<file path="src/rtl/traffic_display_drv.sv">
// Two-digit multiplexed 7-segment driver and R/Y/G indicator for the traffic-light controller.
// Optional macro LAST3_BLINK_EN: countdown digits blink for the last 1..3 seconds of a colour.
module traffic_display_drv #(
  parameter int CLK_HZ   = 50_000_000,
  parameter int SCAN_HZ  = 1000,
  parameter int BLINK_HZ = 2
) (
  input  logic       sys_clk,
  input  logic       sys_rst_p,
  input  logic [3:0] light_t,
  input  logic [2:0] light_ctrl,
  output logic [7:0] seg,
  output logic [1:0] dig_sel,
  output logic [2:0] led_rgb
);

  localparam int SCAN_DIV  = CLK_HZ / (2 * SCAN_HZ);
  localparam int BLINK_DIV = CLK_HZ / (2 * BLINK_HZ);
  localparam int SCAN_W    = (SCAN_DIV > 1) ? $clog2(SCAN_DIV) : 1;
  localparam int BLINK_W   = (BLINK_DIV > 1) ? $clog2(BLINK_DIV) : 1;

  localparam logic [7:0] SEG_BLANK = 8'hFF;
  localparam logic [7:0] SEG_DASH  = 8'hBF;

  logic [6:0] s1, s2, s3;
  logic [3:0] cap_t;
  logic [2:0] cap_ctrl;

  // Capture only words that have been identical for two consecutive cycles, so torn updates are dropped.
  always_ff @(posedge sys_clk or posedge sys_rst_p) begin
    if (sys_rst_p) begin
      s1       <= '0;
      s2       <= '0;
      s3       <= '0;
      cap_t    <= '0;
      cap_ctrl <= '0;
    end else begin
      s1 <= {light_ctrl, light_t};
      s2 <= s1;
      s3 <= s2;
      if (s2 == s3) {cap_ctrl, cap_t} <= s2;
    end
  end

  logic [SCAN_W-1:0]  scan_cnt;
  logic [BLINK_W-1:0] blink_cnt;
  logic               dig_idx;
  logic               blink_ph;

  always_ff @(posedge sys_clk or posedge sys_rst_p) begin
    if (sys_rst_p) begin
      scan_cnt  <= '0;
      blink_cnt <= '0;
      dig_idx   <= 1'b0;
      blink_ph  <= 1'b1;
    end else begin
      if (scan_cnt == SCAN_W'(SCAN_DIV - 1)) begin
        scan_cnt <= '0;
        dig_idx  <= ~dig_idx;
      end else begin
        scan_cnt <= scan_cnt + 1'b1;
      end
      if (blink_cnt == BLINK_W'(BLINK_DIV - 1)) begin
        blink_cnt <= '0;
        blink_ph  <= ~blink_ph;
      end else begin
        blink_cnt <= blink_cnt + 1'b1;
      end
    end
  end

  function automatic logic [7:0] seg_code(input logic [3:0] d);
    case (d)
      4'd0:    seg_code = 8'hC0;
      4'd1:    seg_code = 8'hF9;
      4'd2:    seg_code = 8'hA4;
      4'd3:    seg_code = 8'hB0;
      4'd4:    seg_code = 8'h99;
      4'd5:    seg_code = 8'h92;
      4'd6:    seg_code = 8'h82;
      4'd7:    seg_code = 8'hF8;
      4'd8:    seg_code = 8'h80;
      4'd9:    seg_code = 8'h90;
      default: seg_code = SEG_BLANK;
    endcase
  endfunction

  logic       tens;
  logic [3:0] ones;
  logic [7:0] seg_nxt;
  logic [2:0] led_nxt;

  assign tens = (cap_t >= 4'd10);
  assign ones = tens ? (cap_t - 4'd10) : cap_t;

  always_comb begin
    seg_nxt = SEG_BLANK;
    led_nxt = 3'b000;
    case (cap_ctrl)
      3'b000: begin
        seg_nxt = SEG_BLANK;
        led_nxt = 3'b000;
      end
      3'b001, 3'b010, 3'b100: begin
        if (dig_idx) seg_nxt = tens ? seg_code(4'd1) : SEG_BLANK;
        else         seg_nxt = seg_code(ones);
        if (cap_ctrl == 3'b010) led_nxt = blink_ph ? 3'b010 : 3'b000;
        else                    led_nxt = cap_ctrl;
`ifdef LAST3_BLINK_EN
        if ((cap_t >= 4'd1) && (cap_t <= 4'd3) && !blink_ph) seg_nxt = SEG_BLANK;
`endif
      end
      default: begin
        seg_nxt = SEG_DASH;
        led_nxt = 3'b100;
      end
    endcase
  end

  // Digit enable and segment data share one register stage, so they switch on the same edge.
  always_ff @(posedge sys_clk or posedge sys_rst_p) begin
    if (sys_rst_p) begin
      seg     <= SEG_BLANK;
      dig_sel <= 2'b11;
      led_rgb <= 3'b000;
    end else begin
      seg     <= seg_nxt;
      dig_sel <= dig_idx ? 2'b01 : 2'b10;
      led_rgb <= led_nxt;
    end
  end

endmodule
</file>
<file path="config.mk">
export PLATFORM = sky130hd
export DESIGN_NAME = traffic_display_drv
export DESIGN_NICKNAME = d
export VERILOG_FILES = /design/src/rtl/traffic_display_drv.sv
export SDC_FILE = /design/constraint.sdc
export NUM_CORES = 1
export LEC_CHECK = 0
export ABC_AREA = 1
export CORE_ASPECT_RATIO = 0.7
export CORE_MARGIN = 1.5
export CORE_UTILIZATION = 35
export CTS_BUF_LIST = sky130_fd_sc_hd__clkbuf_8
export CTS_CLUSTER_SIZE = 14
export DETAILED_ROUTE_END_ITERATION = 6
export GPL_TIMING_DRIVEN = 0
export PLACE_DENSITY_LB_ADDON = 0.25
export SLEW_MARGIN = 20
export SYNTH_ARGS = -nofsm -noshare
export SYNTH_HDL_FRONTEND = slang
export SYNTH_SLANG_ARGS = --single-unit
</file>
<file path="constraint.sdc">
create_clock -name sys_clk -period 4 [get_ports sys_clk]
set_clock_uncertainty 0.15 [all_clocks]
set_input_delay 0.6 -clock sys_clk [delete_from_list [all_inputs] [get_ports sys_clk]]
set_output_delay 0.6 -clock sys_clk [all_outputs]
set_load 0.02 [all_outputs]
</file>
==> flow_summary.json, run 1 <==
{
  "drive_gt1_share_pct": 11.4,
  "fp.dieW_microns": 129,
  "clock_path_buffers": 2,
  "p_leak_nw": 2.18,
  "netlist_area_sq_mm": 0.00388,
  "area_growth_pct": 16.7,
  "postCtsHoldBufs": 0,
  "cp_top_family": "buffers and inverters",
  "start_kind": "flop",
  "synth_cell_type_count": 25,
  "final_common_cell": "nand2_1",
  "clock_sinks": 81,
  "status": "complete, no violations",
  "cp_max_fo": 1,
  "first_global_vias": 2681,
  "synth_area_leaders": "dfrtp_1 (46%), nand2_1 (10%), nor2_1 (6.9%), dfstp_2 (6.8%), inv_1 (6.6%)",
  "wl_microns": 7180,
  "cp_slowest_cell": "clkdlybuf4s50_1",
  "cts-root-buf": "clkbuf_8",
  "wl_per_cell_microns": 11.1,
  "synth_top_family_by_area": "simple AND/OR/NAND/NOR gates",
  "drc": 0,
  "finalNetCount": 511,
  "die-area_sq_mm": 0.0117,
  "grt_pass1_wl_microns": 12600,
  "cap_violations": 0,
  "synth_xor_area_share_pct": 5.42,
  "core_sq_mm": 0.0106,
  "setup_viol": 0,
  "r2r_slack_ns": 2.17,
  "final_util_pct": 42.9,
  "power_mw": 1.91,
  "synthFlopType": "dfrtp_1",
  "grt_usage_pct": 13.6,
  "synth_async_sr_flop_share_pct": 100,
  "drv_slew": 0,
  "worstPathBufferInverterCount": 1,
  "antenna_found_initial": 0,
  "synth-simple-area-share_pct": 29.5,
  "cts_tree": "done",
  "fmax_ghz": 0.452,
  "critical_path_class": "reg -> out",
  "grt_max_degree": 61,
  "fin_crit_sh_pct": 55.3,
  "netlist.area_leader.share_pct": 45.8,
  "rows": 31,
  "hp-class": "reg -> reg",
  "n_antenna_cell": 0,
  "muxShareOfSynthArea_pct": 0,
  "port_buffers": 20,
  "ant_nets": 0,
  "cts_resized": 0,
  "die_y_microns": 91.1,
  "arrival_ns": 1.46,
  "synth_edf_count": 0,
  "layout_common_cells": "nand2_1 (108), nor2_1 (71), dfrtp_1 (71)",
  "yosys.area.top_type": "dfrtp_1",
  "clk_pin_slew_ns": 0.08,
  "avgViaCountPerCell": 4.42,
  "gr-total-overflow": 0,
  "crit_required_ns": 3.25,
  "htreeDepth": 3,
  "cts-buffers-inserted": 9,
  "yosysSeqAreaShare_pct": 52.6,
  "ios": 22,
  "pwr_density_cell_mw_per_mm2": 423,
  "finalHoldViolations": 0,
  "ys_ff_latch": 81,
  "synth_area_per_cell_sq_um": 8.36,
  "vias": 2870,
  "clock_latency_ns": 0.35,
  "initial_utilization_pct": 36.8,
  "slowest_delay_ns": 0.59,
  "rsz0062_at_grt": "no",
  "design_area_sq_mm": 0.00452,
  "ir_drop_uv": 213,
  "synth_compound_area_share_pct": 3.39,
  "gp_congestion": 0.901,
  "synth_nets": 479,
  "post_cts_buffers": 0,
  "critPathCaptureType": "output port",
  "path_cells": "clkdlybuf4s50_1",
  "dp_hpwl_microns": 5260,
  "dr.pass1.iters": 4,
  "syn_inst": 464,
  "dpl_cell_area_sq_mm": 0.00429,
  "ys_warn_count": 0,
  "synth-adder-area-share_pct": 1.94,
  "drt_iter0_drc": 127,
  "final.min_clock_period_ns": 2.21
}
[flip-flops by register name, indices dropped and copies added (netlist names), 2 cells and up]
signal / flops
blink_cnt: 24
cap_ctrl: 3
cap_t: 4
dig_sel: 2
led_rgb: 3
s1: 7
s2: 7
s3: 7
scan_cnt: 15
seg: 7
[per-layer routing]
layer | track usage [%] | vias to the layer above | share of wire (%)
li1 | - | 1491 | -
met1 | 20.5 | 1311 | 55
met2 | 18.6 | 59 | 39
met3 | 3.59 | 9 | 4.9
met4 | 4.78 | 0 | 1.5
met5 | 0 | - | 0
[cell families after synthesis]
kind of cell | Yosys count
and+or+nand+nor | 256
DFF | 81
buffers and inverters | 71
AOI/OAI and AO/OA | 25
xor gates and xnor gates | 24
adders and majority gates | 6
other | 1
[through the flow]
stage / hold slack, ns / setup TNS [ns] / std cells / setup WS, ns
floorplan: 0.181 / 0 / 464 / 1.19
global placement: 0.187 / -9.37 / 632 / -0.138
detailed placement: 0.185 / 0 / 633 / 2.15
CTS: 0.206 / 0 / 649 / 1.76
global route: 0.231 / 0 / 649 / 1.74
finish: 0.205 / 0 / 649 / 1.79
[cell usage after synthesis, drive strengths merged, types with 2 or more instances]
master,count
nand4,7
nand2,119
nor2,86
inv,69
a21oi,3
xnor2,3
dfstp,10
dfrtp,71
ha,6
buf,2
nand3,29
o21ai,19
nor3,14
xor2,21
[cell type report]
cell class | instances | area [sq um]
buffer | 2 | 15.0
clock buffer | 11 | 151
clock inverter | 5 | 78.8
fill | 1054 | 6030
inverter | 69 | 262
multi-input combinational | 312 | 1560
sequential | 81 | 2040
tap | 148 | 185
timing repair buffer | 21 | 228
[final timing paths]
check / start / endpoint / depth (start not counted)
min: s1[0]$_DFF_PP0_ / s2[0]$_DFF_PP0_ / 0
max: dig_sel[0]$_DFF_PP1_ / dig_sel[0] / 1
min reg2reg: s1[0]$_DFF_PP0_ / s2[0]$_DFF_PP0_ / 0
min in group asynchronous: sys_rst_p / scan_cnt[7]$_DFF_PP0_ / 2
max in group asynchronous: sys_rst_p / seg[3]$_DFF_PP1_ / 3
max reg2reg: blink_cnt[0]$_DFF_PP0_ / blink_cnt[15]$_DFF_PP0_ / 8
[report_power, final]
part	leakage [nW]	switching, mW	total [mW]	internal [mW]
clock network	0.113	0.293	0.677	0.383
registers	1.01	0.0308	0.928	0.897
logic	1.05	0.182	0.307	0.125
(Power assumes the default switching activity.)
==> run 2, diff against run 1 <==
==> constraint.sdc (replaced) <==
create_clock -name sys_clk -period 2 [get_ports sys_clk]
set_clock_uncertainty 0.15 [all_clocks]
set_input_delay 0.3 -clock sys_clk [delete_from_list [all_inputs] [get_ports sys_clk]]
set_output_delay 0.3 -clock sys_clk [all_outputs]
set_load 0.02 [all_outputs]
==> flow_summary.json, run 2 (synthesis results as in run 1) <==
{
  "grt_max_degree": 35,
  "worst_pin_slew_ns": 0.547,
  "initial_utilization_pct": 36.8,
  "largest_reg_flops": 24,
  "grtUsageMet1_pct": 20.7,
  "drc": 0,
  "clk_pin_slew_ns": 0.08,
  "wl_per_cell_microns": 11.2,
  "dr.pass1.iters": 4,
  "reg.largest.list": "blink_cnt x24, scan_cnt x15",
  "drive_gt1_share_pct": 11.6,
  "clock_latency_ns": 0.35,
  "arrival_ns": 1.46,
  "clockPowerShare_pct": 33.2,
  "drv_slew": 0,
  "max_flop_register": "blink_cnt",
  "cp_max_fo": 1,
  "ios": 22,
  "grt_use_met3_pct": 4.42,
  "die-area_sq_mm": 0.0117,
  "tns_ns": 0,
  "switching_share_pct": 27.4,
  "cts-root-buf": "clkbuf_8",
  "first_global_vias": 2787,
  "worstPathBufferInverterCount": 1,
  "cap_violations": 0,
  "antenna_found_initial": 0,
  "seqPwrFrac_pct": 50.1,
  "final_common_cell": "nand2_1",
  "fin_crit_sh_pct": 95.6,
  "rsz0062_at_grt": "no",
  "grt_usage_pct": 14.2,
  "gr-total-overflow": 0,
  "rr_worst_depth": 8,
  "r2r_start": "blink_cnt[0]$_DFF_PP0_",
  "setup_viol": 0,
  "htreeDepth": 3,
  "use_met2_pct": 19.8,
  "rows": 31,
  "clock_path_buffers": 2,
  "die_y_microns": 91.1,
  "whs_ns": 0.187,
  "clock_sinks": 81,
  "finalHoldViolations": 0,
  "grt_pass1_wl_microns": 13100,
  "fmax_ghz": 0.523,
  "status": "complete, no violations",
  "r2r_slack_ns": 0.19,
  "wl_microns": 7300,
  "hp-class": "in -> async",
  "path_cells": "clkdlybuf4s50_1",
  "busiest_layer": "met1",
  "drt_iter0_drc": 178,
  "max-slew-margin-rel_pct": 63.5,
  "finalNetCount": 512,
  "cp_slowest_cell": "clkdlybuf4s50_1",
  "final.min_clock_period_ns": 1.91,
  "critical_path_class": "reg -> out",
  "port_buffers": 20,
  "core_sq_mm": 0.0106,
  "gp_congestion": 0.900,
  "reg2reg_to": "blink_cnt[18]$_DFF_PP0_",
  "ant_nets": 0,
  "cp_top_family": "buffers and inverters",
  "n_antenna_cell": 0,
  "critPathCaptureType": "output port",
  "intPower_mw": 2.69,
  "pwr-share-comb_pct": 16.7,
  "dp_hpwl_microns": 5350,
  "p_switching_mw": 1.02,
  "avgViaCountPerCell": 4.46,
  "cts-buffers-inserted": 9,
  "crit_required_ns": 1.55,
  "pwr_density_cell_mw_per_mm2": 820,
  "start_kind": "flop",
  "fp.dieW_microns": 129,
  "slowest_delay_ns": 0.59,
  "area_growth_pct": 16.5,
  "cts_tree": "done",
  "p_leak_nw": 2.18,
  "vias": 2900,
  "ir_drop_uv": 330,
  "layout_common_cells": "nand2_1 (108), nor2_1 (71), dfrtp_1 (71)"
}
[run 2: cell types whose count changed in the layout (fill, tap and decap cells not counted)]
cell       change
buf_12         +2
buf_16         -1
bufinv_16      -1
clkinv_2       +1
clkinv_4       +1
inv_4          -1
nor2_2         -1
nor2_4         +1
[run 2: worst max path at each step]
| stage | from | cells after the start | endpoint | slack, ns |
|---|---|---|---|---|
| after floorplan | cap_t[1]$_DFFE_PP0N_ | 9 | seg[0]$_DFF_PP1_ | 0.43 |
| final | dig_sel[1]$_DFF_PP1_ | 1 | dig_sel[1] | 0.09 |
| after detailed placement | blink_cnt[0]$_DFF_PP0_ | 8 | blink_cnt[18]$_DFF_PP0_ | 0.15 |
| after global placement | sys_rst_p | 2 | led_rgb[0]$_DFF_PP0_ | -0.29 |
| after CTS | dig_sel[1]$_DFF_PP1_ | 1 | dig_sel[1] | 0.05 |
| after global routing | blink_cnt[0]$_DFF_PP0_ | 8 | blink_cnt[22]$_DFF_PP0_ | 0.01 |
[run 2: worst reg2reg max path, delay by kind of cell, from the launching register on]
family,cells,cell delay (ns)
simple gates,6,0.76
fa+ha+maj,1,0.32
buf+inv,1,0.09
flops,1,0.38
[run 2: power groups by stage]
stage	Combinational, mW	Clock, mW	Sequential, mW
after floorplan	0.322	0	1.97
after global placement	0.602	0	1.89
after detailed placement	0.624	0	1.89
after CTS	0.627	1.29	1.86
after global routing	0.709	1.37	1.87
final	0.619	1.23	1.86
[run 2: final cells by class]
class                           count  area [sq um]
Sequential cell                    81          2040
Multi-Input combinational cell    312          1570
Timing Repair Buffer               22           240
Clock buffer                       11           151
Buffer                              2          15.0
Inverter                           69           263
Clock inverter                      5          55.1
Fill cell                        1057          6030
Tap cell                          148           185
[run 2: timing repair]
action	CTS	global route
buffers inserted	0	0
setup endpoints to repair	0	4
resized for setup	0	1
hold buffers	0	0
[run 2: per-stage QoR]
stage	util, %	setup WS [ns]	instance area [sq um]	power [mW]	cells
floorplan	-	0.434	3880	2.29	464
global placement	40.4	-0.294	4270	2.49	632
detailed placement	40.8	0.152	4310	2.51	634
CTS	42.8	0.0496	4510	3.78	650
global route	42.8	0.0147	4520	3.95	650
finish	42.8	0.0883	4520	3.70	650
[run 2: layer usage]
layer / vias to the layer above / wire, microns
met5: - / 0
met4: 0 / 43
met3: 4 / 412
met2: 67 / 2960
met1: 1344 / 3890
li1: 1485 / -
